File: src/rtl/ptw_arb_pkg.sv
// Shared definitions for the page-table-walker memory arbiter and the memory subsystem.
// Holds the FSM encoding, walker identifiers and the default RAM window.
package ptw_arb_pkg;

    typedef enum logic [1:0] {
        ST_IDLE    = 2'd0,
        ST_READ    = 2'd1,
        ST_CAPTURE = 2'd2,
        ST_DONE    = 2'd3
    } arb_state_t;

    localparam logic OWNER_IMEM = 1'b0;
    localparam logic OWNER_DMEM = 1'b1;

    localparam logic [31:0] DEF_RAM_BASE = 32'h8000_0000;
    localparam logic [31:0] DEF_RAM_SIZE = 32'd50000000;
    localparam int          DEF_IDX_W    = 24;

    // The lower-bound test is needed because addr - base wraps when addr < base.
    function automatic logic pte_addr_ok(input logic [31:0] addr,
                                         input logic [31:0] base,
                                         input logic [31:0] size);
        logic [31:0] offset;
        offset = addr - base;
        return (addr[1:0] == 2'b00) && (addr >= base) && (offset < size);
    endfunction

endpackage

File: src/rtl/rr_arbiter2.sv
// Two-requester round-robin picker; on a tie the requester that did not win last time is granted.
// req[0] is the IMEM walker, req[1] the DMEM walker.
module rr_arbiter2
    import ptw_arb_pkg::*;
(
    input  logic [1:0] req,
    input  logic       last_grant,
    input  logic       advance,
    output logic [1:0] grant,
    output logic       next_last_grant
);

    always_comb begin
        grant           = 2'b00;
        next_last_grant = last_grant;
        if (advance) begin
            unique case (req)
                2'b01:   grant = 2'b01;
                2'b10:   grant = 2'b10;
                2'b11:   grant = (last_grant == OWNER_DMEM) ? 2'b01 : 2'b10;
                default: grant = 2'b00;
            endcase
            if (grant != 2'b00) begin
                next_last_grant = grant[1] ? OWNER_DMEM : OWNER_IMEM;
            end
        end
    end

endmodule

File: src/rtl/ptw_mem_arbiter.sv
// Arbitrates the unified RAM read port between the IMEM and DMEM page-table walkers,
// with address checking, one-cycle response pulses and a busy flag for the hazard unit.
//
//   state   | meaning
//   --------+-------------------------------------------------------------
//   IDLE    | sample requests, pick winner, check PTE address
//   READ    | RAM read strobe and word index presented for one cycle
//   CAPTURE | RAM data valid, registered into owner's response data
//   DONE    | owner's response pulse; requests ignored
module ptw_mem_arbiter
    import ptw_arb_pkg::*;
#(
    parameter logic [31:0] RAM_BASE = DEF_RAM_BASE,
    parameter logic [31:0] RAM_SIZE = DEF_RAM_SIZE,
    parameter int          IDX_W    = DEF_IDX_W
) (
    input  logic             clk,
    input  logic             rst,

    input  logic             i_req,
    input  logic [31:0]      i_addr,
    output logic             i_resp_valid,
    output logic [31:0]      i_resp_data,
    output logic             i_resp_fault,

    input  logic             d_req,
    input  logic [31:0]      d_addr,
    output logic             d_resp_valid,
    output logic [31:0]      d_resp_data,
    output logic             d_resp_fault,

    output logic             mem_rd_en,
    output logic [IDX_W-1:0] mem_word_idx,
    input  logic [31:0]      mem_rdata,

    output logic             busy,
    output logic             owner
);

    arb_state_t       state_q, state_d;
    logic             last_grant_q, last_grant_d;

    logic [1:0]       grant;
    logic             arb_last_grant;
    logic             sel_owner;
    logic [31:0]      sel_addr;
    logic [31:0]      sel_offset;
    logic             sel_ok;

    logic             rd_en_d;
    logic [IDX_W-1:0] idx_d;
    logic             i_valid_d, d_valid_d;
    logic             i_fault_d, d_fault_d;
    logic [31:0]      i_data_d, d_data_d;

    rr_arbiter2 u_rr (
        .req             ({d_req, i_req}),
        .last_grant      (last_grant_q),
        .advance         (state_q == ST_IDLE),
        .grant           (grant),
        .next_last_grant (arb_last_grant)
    );

    assign sel_owner  = grant[1] ? OWNER_DMEM : OWNER_IMEM;
    assign sel_addr   = grant[1] ? d_addr : i_addr;
    assign sel_offset = sel_addr - RAM_BASE;
    assign sel_ok     = pte_addr_ok(sel_addr, RAM_BASE, RAM_SIZE);

    always_comb begin
        state_d      = state_q;
        last_grant_d = last_grant_q;
        rd_en_d      = 1'b0;
        idx_d        = '0;
        i_valid_d    = 1'b0;
        d_valid_d    = 1'b0;
        i_fault_d    = 1'b0;
        d_fault_d    = 1'b0;
        i_data_d     = i_resp_data;
        d_data_d     = d_resp_data;

        unique case (state_q)
            ST_IDLE: begin
                if (grant != 2'b00) begin
                    last_grant_d = arb_last_grant;
                    if (sel_ok) begin
                        state_d = ST_READ;
                        rd_en_d = 1'b1;
                        idx_d   = sel_offset[IDX_W+1:2];
                    end else begin
                        // Rejected requests skip the RAM entirely and answer next cycle.
                        state_d = ST_DONE;
                        if (sel_owner == OWNER_DMEM) begin
                            d_valid_d = 1'b1;
                            d_fault_d = 1'b1;
                            d_data_d  = '0;
                        end else begin
                            i_valid_d = 1'b1;
                            i_fault_d = 1'b1;
                            i_data_d  = '0;
                        end
                    end
                end
            end
            ST_READ: begin
                state_d = ST_CAPTURE;
            end
            ST_CAPTURE: begin
                state_d = ST_DONE;
                if (last_grant_q == OWNER_DMEM) begin
                    d_valid_d = 1'b1;
                    d_data_d  = mem_rdata;
                end else begin
                    i_valid_d = 1'b1;
                    i_data_d  = mem_rdata;
                end
            end
            ST_DONE: begin
                state_d = ST_IDLE;
            end
            default: begin
                state_d = ST_IDLE;
            end
        endcase
    end

    always_ff @(posedge clk) begin
        if (rst) begin
            state_q      <= ST_IDLE;
            last_grant_q <= OWNER_DMEM;
            mem_rd_en    <= 1'b0;
            mem_word_idx <= '0;
            i_resp_valid <= 1'b0;
            i_resp_fault <= 1'b0;
            i_resp_data  <= '0;
            d_resp_valid <= 1'b0;
            d_resp_fault <= 1'b0;
            d_resp_data  <= '0;
        end else begin
            state_q      <= state_d;
            last_grant_q <= last_grant_d;
            mem_rd_en    <= rd_en_d;
            mem_word_idx <= idx_d;
            i_resp_valid <= i_valid_d;
            i_resp_fault <= i_fault_d;
            i_resp_data  <= i_data_d;
            d_resp_valid <= d_valid_d;
            d_resp_fault <= d_fault_d;
            d_resp_data  <= d_data_d;
        end
    end

    assign busy  = (state_q != ST_IDLE);
    assign owner = last_grant_q;

endmodule

File: config.mk
export PLATFORM = sky130hd
export DESIGN_NAME = ptw_mem_arbiter
export DESIGN_NICKNAME = d
export VERILOG_FILES = /design/src/rtl/ptw_arb_pkg.sv /design/src/rtl/rr_arbiter2.sv /design/src/rtl/ptw_mem_arbiter.sv
export SDC_FILE = /design/constraint.sdc
export NUM_CORES = 1
export LEC_CHECK = 0
export CORE_AREA = 2 2 142 89
export DETAILED_ROUTE_END_ITERATION = 8
export DIE_AREA = 0 0 144 91
export PLACE_DENSITY = 0.8
export SETUP_SLACK_MARGIN = 0.1
export SYNTH_ARGS = -nofsm -noshare
export SYNTH_HDL_FRONTEND = slang
export SYNTH_SLANG_ARGS = --single-unit
File: constraint.sdc
create_clock -name clk -period 3.1 [get_ports clk]
set_input_delay 0.31 -clock clk [delete_from_list [all_inputs] [get_ports clk]]
set_output_delay 0.31 -clock clk [all_outputs]
set_load 0.1 [all_outputs]
# Word-level counts from Yosys, hierarchy flattened

Index checks and enable logic that the tools add are counted.

Register bits after elaboration: 96
Bits of input ports: 100
Output and inout port bits: 95
Word-level logic and storage cells: 73

Add/sub/neg operators: 1
$lt $le $gt $ge: 2
Eq/ne operators: 12
Multiplexer cells: 31
Bitwise logic cells: 3
Reduce and logical (&&, ||, !) cells: 14

Operators with widths:

| operator                                                                | number |
|---|---|
| 32-bit 2-to-1 mux                                                       | 9 |
| 32-bit one-hot mux with 2 select lines                                  | 2 |
| 32-bit >= comparator (second input constant)                            | 1 |
| 32-bit by 26-bit < comparator with 1-bit output (second input constant) | 1 |
| 32-bit subtractor (second input constant)                               | 1 |
| 2-bit != test (second input constant)                                   | 6 |
| 1-bit 2-to-1 mux                                                        | 11 |
| 2-bit 2-to-1 mux                                                        | 5 |
| 5-bit AND reduction                                                     | 2 |
| 2-bit == test (second input constant)                                   | 4 |
| 2-bit one-hot mux with 4 select lines                                   | 1 |
| 2-bit nonzero test                                                      | 4 |
| 2-bit one-hot mux with 3 select lines                                   | 1 |
| 2-bit by 1-bit == test with 1-bit output (second input constant)        | 2 |
| 2-bit logical NOT                                                       | 2 |
| 1-bit one-hot mux with 2 select lines                                   | 2 |
| 4-bit OR reduction                                                      | 1 |
| 1-bit NOT                                                               | 3 |
| 3-bit AND reduction                                                     | 1 |
| 3-bit OR reduction                                                      | 1 |
| 1-bit logical AND                                                       | 2 |
| 2-bit OR reduction                                                      | 1 |

# Logic depth before layout (Yosys ltp)

Gate-level depths: netlist (run 1).

Depth in word-level cells: 11
Depth in mapped cells: 9
Depth with buffers taken out: 7

# Cells and area by module

From an unflattened synthesis (run 1), not the netlist that was laid out.

Cell total of the unflattened synthesis: 458
Area total of the unflattened synthesis: 4035.1 um^2

Modules (own cells, without submodules):

| module          | instances | cells an instance | area each (um^2) | seq. area each (um^2) |
|---|---|---|---|---|
| ptw_mem_arbiter | 1         | 451               | 3998.8           | 1921.8 |
| rr_arbiter2     | 1         | 7                 | 36.3             | 0.0 |

# Worst setup path before layout (run 1)

OpenSTA, ideal clock, no wires.

Path kind: register -> register
Start: register state_q[1]
End: register i_resp_data[13]
Library setup time: 0.131 ns
Arrival time: 2.384 ns
Required time: 2.969 ns
Setup slack: 0.585 ns
Cell stages (with the launch flop): 9
Path buffers: 2
Cell sequence: dfxtp_1 -> inv_1 -> ha_1 -> buf_2 -> clkinv_1 -> clkbuf_1 -> nor3b_1 -> a41oi_1 -> o31ai_1

Word-level cells in the longest chain between the ends: 8
Elaborated cells between the ends (all ways): 19
Classes of those cells: 1 x add/sub; 2 x order compare; 5 x eq/ne; 4 x mux; 7 x reduce/logical

RTL lines:

| element                                                                              | line                                         | RTL |
|---|---|---|
| from (decl)                                                                          | ptw_mem_arbiter.sv:40                        | `arb_state_t state_q, state_d;` |
| from (signal assigned)                                                               | ptw_mem_arbiter.sv:139                       | `state_q <= state_d;` |
| 2-bit logical NOT                                                                    | ptw_mem_arbiter.sv:59, ptw_mem_arbiter.sv:81 |  |
| 2-bit 2-to-1 mux                                                                     | rr_arbiter2.sv:16                            | `if (advance) begin` |
| 32-bit 2-to-1 mux                                                                    | ptw_mem_arbiter.sv:65                        | `assign sel_addr = grant[1] ? d_addr : i_addr;` |
| 32-bit subtractor (tied with other cells)                                            | ptw_arb_pkg.sv:24                            | `offset = addr - base;` |
| 32-bit by 26-bit < comparator with 1-bit output or 1-bit logical AND (tied branches) | ptw_arb_pkg.sv:25                            | `return (addr[1:0] == 2'b00) && (addr >= base) && (offset < size);` |
| 1-bit logical AND                                                                    | ptw_arb_pkg.sv:25                            |  |
| 2-bit != test (no source line)                                                       | --                                           |  |
| 5-bit AND reduction (no source line)                                                 | --                                           |  |
| to (signal assigned)                                                                 | ptw_mem_arbiter.sv:145                       | `i_resp_data <= i_data_d;` |
| to (decl)                                                                            | ptw_mem_arbiter.sv:23                        | `output logic [31:0] i_resp_data,` |

Several ways; a longest one is shown, not always the timed one.
A chain may end at the register's enable or synchronous reset.

# Final worst setup path (run 1)

Start: input d_req
End: register d_resp_data[12]

Word-level cells in the longest chain between the ends: 10
Elaborated cells between the ends (all ways): 19
Classes of those cells: 1 x add/sub; 2 x order compare; 6 x eq/ne; 5 x mux; 5 x reduce/logical

RTL lines:

| element                                                                              | line                   | RTL |
|---|---|---|
| from (decl)                                                                          | ptw_mem_arbiter.sv:26  | `input logic d_req,` |
| 2-bit == test or 2-bit by 1-bit == test with 1-bit output (tied branches)            | rr_arbiter2.sv:17      | `unique case (req)` |
| 2-bit one-hot mux with 3 select lines (*)                                            | rr_arbiter2.sv:17      |  |
| 2-bit 2-to-1 mux (*) (2 in series)                                                   | rr_arbiter2.sv:16      |  |
| 32-bit 2-to-1 mux                                                                    | ptw_mem_arbiter.sv:65  |  |
| 32-bit subtractor (tied with other cells)                                            | ptw_arb_pkg.sv:24      |  |
| 32-bit by 26-bit < comparator with 1-bit output or 1-bit logical AND (tied branches) | ptw_arb_pkg.sv:25      |  |
| 1-bit logical AND                                                                    | ptw_arb_pkg.sv:25      |  |
| 2-bit != test (no source line)                                                       | --                     |  |
| 5-bit AND reduction (no source line) (*)                                             | --                     |  |
| to (signal assigned)                                                                 | ptw_mem_arbiter.sv:148 | `d_resp_data <= d_data_d;` |
| to (decl)                                                                            | ptw_mem_arbiter.sv:29  | `output logic [31:0] d_resp_data,` |

Mark *: on every way between the ends. The rest lies on a longest branch, timed or not. The select of a mux whose other input is x is not followed.

==> run_results.csv, run 1 <==
group,metric,value,unit
synth,synthCells,509,
timing,rsz0062_at_grt,"false",
timing,timing.final.crit_share,0.824,
floorplanning,core_area,11800,um^2
cts,cts_tree,"done",
cts,cts-root-buf,"clkbuf_16",
setup_path,path_class,"in -> reg",
detailed_routing,routed_via_density,5.99,
floorplanning,start_util,0.442,
cells_and_area,nNetsFinal,780,
detailed_routing,drtAntennaViolNets,0,
setup_path,slowest_delay,0.65,ns
setup_path,end_kind,"flip-flop",
synth,syn_area,5190,um^2
setup_path,worst-r2r-setup-slack,0.55,ns
floorplanning,rows,31,
setup_path,crit_cells,7,
placed_design,dp_hpwl,12000,um
timing,setup_violations,0,
synth,synth_edf_count,0,
timing,maxSlewViolCount,0,
hold_path,min_path_type,"in -> reg",
cts,cts_buffers,9,
setup_path,worstPathMaxFanout,18,
grt,grt-ovfl-total,0,
cts,clk_latency,0.34,ns
synth,synth_top_flop_cell,"dfxtp_1",
grt,grt_max_degree,75,
synth,synth_nets,612,
timing,fin_skew,0.00709,ns
timing,layout_min_cycle_time,2.55,ns
setup_path,required,3.31,ns
floorplanning,io_pins,195,
setup_path,path_buf_inv,2,
synth,synth_seq_area_share,0.370,
setup_path,cp-endpoint,"d_resp_data[12]",
setup_path,reg2reg_to,"d_resp_data[12]",
setup_path,critical_path_arrival,2.77,ns
synth,ys_ff_latch,96,
timing,max_freq,0.392,GHz
detailed_routing,drc,0,
timing,layout_setup_ws,0.546,ns
floorplanning,die_w,144,um
synth,syn_avg_cell_area,10.2,um^2
synth,synthTopCellsByArea,"dfxtp_1 37%, o32ai_2 9.4%, nor4b_1 5.6%",
placed_design,place_congestion,0.845,
power,p_leak,2.47,nW
status,status,"finished clean",
placed_design,placement.io_buffers,194,
setup_path,crit_chain,"clkdlybuf4s50_1 -> nand2_4 -> or4b_4 -> a21o_1 -> a31oi_4 -> buf_4 -> o32ai_2",
synth,yosys_warnings,0,
cts,htree_num_levels,3,
grt,grt_pass1_wl,26600,um
detailed_routing,wl,16900,um
floorplanning,die_h,91,um
power,p_per_area,563,nW/um^2
setup_path,ff2ff_path_depth,8,
setup_path,start_kind,"primary input",
cells_and_area,n_antenna_cell,0,
timing,slew_headroom,0.316,
power,ir_drop,0.313,mV
grt,grt_pass1_vias,4944,
synth,synth_largest_area_cell,"dfxtp_1",
setup_path,reg2reg_from,"state_q[0]",
cts,clock-sinks,96,
placed_design,dp_slack,0.220,ns
grt,antenna_found_initial,0,
grt,grt.total_usage,0.253,
timing,tns,0,ns
setup_path,critPathLaunch,"d_req",
hold_path,hold_depth,2,
detailed_routing,first_pass_iters,5,
timing,hold_viol,0,
synth,synth_top_cell_area_share,0.370,
cts,cts_resized,0,
detailed_routing,wl_per_cell,20.0,um
cells_and_area,area_growth,45.1,%
run,drv_cap,0,
floorplanning,die_area,13100,um^2
cts,cts.path.max_buffers,2,
timing,worstMarginPinSlew,1.02,ns
setup_path,critical-path-top-delay-family,"buffers and inverters",
cts,cts_hold_buf,0,
synth,synthDistinctLibCells,49,
cts,clkSlewWorstSetupHoldPaths,0.07,ns
cells_and_area,drive_above_1_share,0.172,
detailed_routing,drt_iter0_drc,460,
cts,cts_setup_buffers,0,
synth,async_flop_share,0,
setup_path,slowest_stage,"clkdlybuf4s50_1",
detailed_routing,vias,5066,
-- per-stage QoR --
step                power (mW)  cells  hold slack (ns)  area [um^2]  utilization
global placement          3.18    831            0.482         7260        0.618
floorplan                 2.65    509            0.453         5190            -
global route              4.39    846            0.531         7530        0.641
CTS                       4.24    846            0.489         7530        0.641
finish                    4.24    846            0.493         7530        0.641
detailed placement        3.22    831            0.494         7260        0.618
-- worst min path at each step --
stage / start / endpoint / slack [ns]
floorplan: state_q[1] / state_q[1] / 0.45
global placement: state_q[1] / state_q[1] / 0.48
detailed placement: state_q[1] / state_q[1] / 0.49
CTS: rst / d_resp_valid / 0.49
global route: state_q[1] / state_q[1] / 0.53
finish: rst / d_resp_valid / 0.49
-- synth_stat cells (3+ instances only) --
cell	count
buf_2	12
buf_6	6
nor3b_1	32
ha_1	3
nor2_1	5
nor3_1	9
nor2b_1	3
mux2i_1	24
a211oi_1	3
nor4b_1	33
nor4_1	4
o31ai_1	31
dfxtp_1	96
o32ai_2	30
buf_4	5
nand3_1	4
nor3_2	20
nand3b_1	35
a41oi_1	31
clkbuf_1	40
nand2_1	40
a21oi_1	6
-- cell type report --
type                    count  area, um^2
clock inverters             6        46.3
repair buffers            220        2140
fillers                   936        4220
clock buffers               9         225
inverters                   3        11.3
flip-flops and latches     96        1920
multi-input cells         347        2990
well taps                 165         206
-- cell families (layout without fill, tap and decap cells) --
family,after synthesis,after routing,share of synthesized area
simple gates,199,199,0.270
compound gates,119,119,0.237
buf+inv,66,238,0.0629
fa+ha+maj,3,3,0.00723
mux,26,26,0.0528
flops,96,96,0.370
-- state kept, by name, indices dropped and copies added, names as in the netlist --
name          flops
mem_word_idx     24
i_resp_data      32
d_resp_valid      1
i_resp_valid      1
i_resp_fault      1
d_resp_data      32
state_q           2
owner             1
d_resp_fault      1
mem_rd_en         1
-- routing by layer --
metal,part of all wire,wire length (um),GRT usage
met2,0.46,7770,0.407
met4,0.0055,93,0.0417
met1,0.45,7640,0.354
met3,0.082,1390,0.0533
met5,0,0,0
-- power by group --
part | switching (mW) | internal (mW) | leakage (nW) | total [mW]
sequential | 0.0626 | 1.31 | 0.776 | 1.38
combinational | 1.27 | 0.558 | 1.56 | 1.83
clock | 0.489 | 0.544 | 0.128 | 1.03
-- placed cells by master, fill, tap and decap left out, types with 2 or more instances in the layout --
master	n
ha_1	3
mux2i_1	24
dfxtp_1	96
a21oi_4	2
clkbuf_16	9
nand2b_1	2
clkdlybuf4s50_1	185
inv_1	2
nor3b_1	32
clkinvlp_4	2
clkinv_4	2
nor4b_1	33
o32ai_2	30
or4_1	2
and4_1	2
a41oi_1	31
nand4_1	2
nor3_2	19
o32ai_1	2
nand3b_1	35
nor4_1	4
a21oi_1	5
buf_12	2
nor2b_1	2
o211ai_2	2
nor3_1	9
nor2_1	4
a211o_1	2
a211oi_1	3
a21oi_2	2
nand3_1	4
nand2_1	40
o31ai_1	31
buf_4	32
Note: power is estimated with default switching activity, not from simulation.
==> run 2, diff against run 1 <==
Clock period 3.1 ns to 2.6 ns, I/O delays scaled along.
==> run 2 against run 1 <==
  * Critical path depth increased by 2
  * Clock skew decreased by 0.0032 ns
  * Core utilization decreased by 0.13 points
  * Clock power increased by 28%
  * First-iteration DRC count decreased by 22%
  * Die area unchanged
  * Final cell count increased by 1.4%
  * Sequential power increased by 18%
==> run_results.csv, run 2 (synthesized netlist as in run 1, its figures left out) <==
group,metric,value,unit
power,p_leak,2.74,nW
timing,fin_skew,0.00393,ns
cts,clk_latency,0.34,ns
power,p_sw,2.19,mW
setup_path,worstPathMaxFanout,18,
power,combinationalPowerShare,0.434,
detailed_routing,vias,5121,
floorplanning,start_util,0.442,
floorplanning,io_pins,195,
setup_path,required,2.81,ns
grt,antenna_found_initial,0,
cts,cts-root-buf,"clkbuf_16",
setup_path,path_class,"reg -> reg",
timing,layout_setup_ws,0.193,ns
detailed_routing,drt_iter0_drc,358,
power,p_per_area,694,nW/um^2
cts,cts.path.max_buffers,2,
cells_and_area,top_regs,"d_resp_data: 32 flops, i_resp_data: 32 flops, mem_word_idx: 24 flops",
detailed_routing,first_pass_iters,5,
setup_path,critical_path_arrival,2.62,ns
power,totalPowerFinal,5.21,mW
cells_and_area,area_growth,44.8,%
cts,htree_num_levels,3,
timing,rsz0062_at_grt,"false",
setup_path,reg2reg_from,"state_q[0]",
detailed_routing,wl,17200,um
grt,grt-ovfl-total,0,
cells_and_area,utilization,0.640,
run,drv_cap,0,
hold_path,min_from,"rst",
cells_and_area,nNetsFinal,791,
power,switching_share,0.420,
timing,tns,0,ns
detailed_routing,routed_via_density,5.97,
cts,cts_tree,"done",
cts,clock-sinks,96,
timing,layout_min_cycle_time,2.41,ns
timing,worstMarginPinSlew,0.579,ns
status,status,"finished clean",
floorplanning,die_h,91,um
floorplanning,rows,31,
detailed_routing,drtAntennaViolNets,0,
timing,hold_viol,0,
setup_path,crit_chain,"inv_1 -> ha_2 -> nand2_4 -> or4b_4 -> a21o_1 -> buf_4 -> buf_4 -> a41oi_1 -> o31ai_1",
grt,grt_pass1_wl,26900,um
power,p_int,3.03,mW
timing,maxSlewViolCount,0,
setup_path,path_buf_inv,3,
power,seqPwrFrac,0.313,
grt,grt_pass1_vias,5104,
setup_path,critical-path-top-delay-family,"simple AND/OR/NAND/NOR gates",
grt,grt_max_degree,59,
hold_path,min_path_type,"in -> reg",
cts,cts_buffers,9,
power,clockPowerShare,0.252,
detailed_routing,drc,0,
setup_path,slowest_stage,"or4b_4",
cts,clkSlewWorstSetupHoldPaths,0.07,ns
placed_design,placement.io_buffers,194,
floorplanning,die_area,13100,um^2
grt,grt.total_usage,0.256,
placed_design,dp_slack,0.0457,ns
timing,slew_headroom,0.612,
cells_and_area,final_common_cell,"buf_4",
cells_and_area,drive_above_1_share,0.313,
setup_path,start_kind,"flip-flop",
timing,max_freq,0.415,GHz
floorplanning,die_w,144,um
setup_path,critPathLaunch,"state_q[0]",
detailed_routing,wl_per_cell,20.1,um
setup_path,slowest_delay,0.58,ns
setup_path,end_kind,"flip-flop",
cts,cts_hold_buf,0,
floorplanning,core_area,11800,um^2
placed_design,place_congestion,0.840,
power,ir_drop,0.392,mV
cells_and_area,final_cell_mix,"123 x buf_4, 98 x clkdlybuf4s50_1, 96 x dfxtp_1",
cells_and_area,n_antenna_cell,0,
timing,setup_violations,0,
placed_design,dp_hpwl,12500,um
timing,timing.final.crit_share,0.926,
setup_path,critPathMostFrequentCell,"buf_4",
==> run 2: final cells by class <==
class / instances / area, um^2
timing repair buffer: 231 / 2090
multi-input combinational: 347 / 3000
inverter: 3 / 11.3
tap: 165 / 206
clock inverter: 6 / 60.1
fill: 982 / 4230
clock buffer: 10 / 229
sequential: 96 / 1920
==> run 2: stage by stage <==
step	area, um^2	cells	hold WS, ns
floorplan	5190	509	0.422
global placement	7220	842	0.468
detailed placement	7220	842	0.498
CTS	7510	858	0.406
global route	7520	858	0.442
finish	7520	858	0.410
==> run 2: metal layers <==
layer  vias up  part of all wire  GRT usage
met3        31             0.080     0.0717
met2       241              0.45      0.410
met1      2489              0.45      0.342
met4         0             0.017     0.0621
met5         -                 0          0
li1       2360                 -          -
==> run 2: path summary, 6_finish.rpt <==
path                           to  slack [ns]  depth (start not counted)
setup / recovery  i_resp_data[30]        0.19                          9
hold / removal    i_resp_data[21]        0.41                          4
setup reg to reg  i_resp_data[30]        0.19                          9
hold reg to reg   d_resp_data[13]        0.51                          2
==> run 2: what timing repair did <==
| action | CTS | global route |
|---|---|---|
| setup endpoints to repair | 0 | 6 |
| setup buffers | 0 | 0 |
| gates resized for setup | 0 | 2 |
==> run 2: worst register-to-register path: cells and delay by family (launching register included) <==
| family | cells | cell delay (ns) |
|---|---|---|
| AOI/OAI and AO/OA | 3 | 0.59 |
| and+or+nand+nor | 2 | 0.66 |
| buffers and inverters | 3 | 0.51 |
| adders and majority gates | 1 | 0.23 |
| DFF | 1 | 0.30 |
==> run 2: power by group through the flow <==
stage	Sequential, mW	Clock (mW)	Combinational [mW]
after global routing	1.64	1.39	2.36
after detailed placement	1.66	0	2.25
after global placement	1.66	0	2.20
after CTS	1.63	1.33	2.25
after floorplan	2.26	0	0.906
final	1.63	1.32	2.26
==> run 3, diff against run 2 <==
Settings changed: CAP_MARGIN from default to 0.
Clock period 2.6 ns to 2.3 ns, I/O delays scaled along.
==> run 3 against run 2 <==
  * Flip-flop and latch count unchanged
  * Critical endpoint is now d_resp_data[6]
  * Critical path depth increased by 1
  * Largest cell class unchanged
  * Wire length increased by 8.1%
  * Combinational power increased by 20%
==> run_results.csv, run 3 (synthesized netlist as in run 1, its figures left out) <==
group,metric,value,unit
detailed_routing,wl_per_cell,21.0,um
cells_and_area,nNetsFinal,820,
cells_and_area,drive_above_1_share,0.360,
setup_path,end_kind,"flip-flop",
detailed_routing,drc,0,
detailed_routing,routed_via_density,6.01,
cts,clock-sinks,96,
cts,clk_latency,0.34,ns
floorplanning,io_pins,195,
cts,clkSlewWorstSetupHoldPaths,0.07,ns
floorplanning,rows,31,
timing,worstMarginPinSlew,0.493,ns
timing,layout_min_cycle_time,2.17,ns
detailed_routing,drtAntennaViolNets,0,
timing,max_freq,0.461,GHz
placed_design,dp_slack,-0.249,ns
cts,cts.path.max_buffers,2,
cts,cts_buffers,9,
cells_and_area,n_antenna_cell,0,
grt,grt.total_usage,0.271,
power,p_sw,2.57,mW
floorplanning,die_h,91,um
setup_path,path_class,"reg -> reg",
placed_design,post_dp_cell_area,7350,um^2
placed_design,placement.io_buffers,194,
detailed_routing,first_pass_iters,5,
cells_and_area,utilization,0.673,
setup_path,start_kind,"flip-flop",
timing,setup_violations,0,
grt,antenna_found_initial,0,
floorplanning,die_area,13100,um^2
cells_and_area,final_common_cell,"buf_4",
setup_path,critPathLaunch,"state_q[1]",
cells_and_area,final_cell_mix,"144 x buf_4, 98 x clkdlybuf4s50_1, 94 x dfxtp_1",
timing,tns,0,ns
cells_and_area,top_regs,"d_resp_data: 32 flops, i_resp_data: 32 flops, mem_word_idx: 24 flops",
power,combinationalPowerShare,0.441,
timing,slew_headroom,0.669,
placed_design,dp_hpwl,12700,um
power,switching_share,0.417,
power,seqPwrFrac,0.303,
detailed_routing,wl,18600,um
setup_path,worstPathMaxFanout,8,
cells_and_area,area_growth,52.4,%
power,p_int,3.60,mW
timing,fin_hold_ws,0.453,ns
timing,fin_skew,0.00463,ns
cells_and_area,final_cell_count_no_fill,887,
power,ir_drop,0.549,mV
cts,htree_num_levels,3,
floorplanning,start_util,0.442,
power,totalPowerFinal,6.17,mW
detailed_routing,vias,5334,
floorplanning,die_w,144,um
grt,grt-ovfl-total,0,
power,clockPowerShare,0.257,
power,p_leak,2.94,nW
power,p_per_area,779,nW/um^2
grt,grt_max_degree,50,
grt,grt_pass1_wl,28300,um
timing,timing.final.crit_share,0.944,
placed_design,dp_cells,859,
status,status,"finished clean",
timing,maxSlewViolCount,0,
grt,grt_pass1_vias,5403,
run,drv_cap,0,
cts,cts_hold_buf,0,
detailed_routing,drt_iter0_drc,497,
timing,hold_viol,0,
timing,layout_setup_ws,0.130,ns
setup_path,required,2.56,ns
placed_design,place_congestion,0.871,
hold_path,min_path_type,"in -> reg",
cts,cts_tree,"done",
timing,rsz0062_at_grt,"true",
cts,cts-root-buf,"clkbuf_16",
cells_and_area,final_area,7910,um^2
setup_path,reg2reg_from,"state_q[1]",
hold_path,min_from,"rst",
floorplanning,core_area,11800,um^2
setup_path,critical_path_arrival,2.43,ns
run 3: cell count changes in the layout (fill, tap and decap cells not counted), sizes merged:
cell,previous run,this run
buf,133,160
clkbuf,10,14
clkinv,4,3
clkinvlp,2,1
run 3: final timing paths:
path	to	slack, ns	cells past startpoint
worst max-delay path	d_resp_data[6]	0.13	10
worst min-delay path	state_q[1]	0.45	3
worst max register to register	d_resp_data[6]	0.13	10
worst min register to register	state_q[1]	0.48	2
run 3: routing by layer:
| layer | vias to the layer above | track usage | part of all wire |
|---|---|---|---|
| met4 | 0 | 0.0825 | 0.014 |
| li1 | 2420 | - | - |
| met3 | 21 | 0.0628 | 0.089 |
| met5 | - | 0 | 0 |
| met2 | 279 | 0.433 | 0.46 |
| met1 | 2614 | 0.365 | 0.44 |
run 3: cell type report:
type,count,area [um^2]
multi-input cells,347,3070
flip-flops and latches,96,1920
well taps,165,206
repair buffers,260,2380
inverters,3,11.3
fillers,911,3840
clock inverters,4,51.3
clock buffers,12,267
run 3: repair_timing:
item / CTS / global route
gates cloned: 1 / 3
setup buffers: 4 / 4
setup endpoints to repair: 68 / 67
gates resized for setup: 12 / 12
pin swaps: 0 / 2
endpoints found under the hold margin: 0 / 0
run 3: power by group through the flow:
stage	sequential, mW	combinational, mW	clock (mW)
2_1_floorplan	2.55	1.02	0
3_3_place_gp	1.89	2.46	0
3_5_place_dp	1.89	2.52	0
4_1_cts	1.86	2.57	1.60
5_1_grt	1.88	2.81	1.68
6_report	1.87	2.72	1.58
run 3: worst max-delay path: stages (launching register included):
cell	delay, ns
dfxtp_2	0.34
inv_2	0.07
ha_4	0.15
nand2_4	0.08
or4b_4	0.57
buf_4	0.18
a211oi_4	0.20
a211oi_4	0.07
buf_6	0.16
clkbuf_16	0.17
o32ai_2	0.09
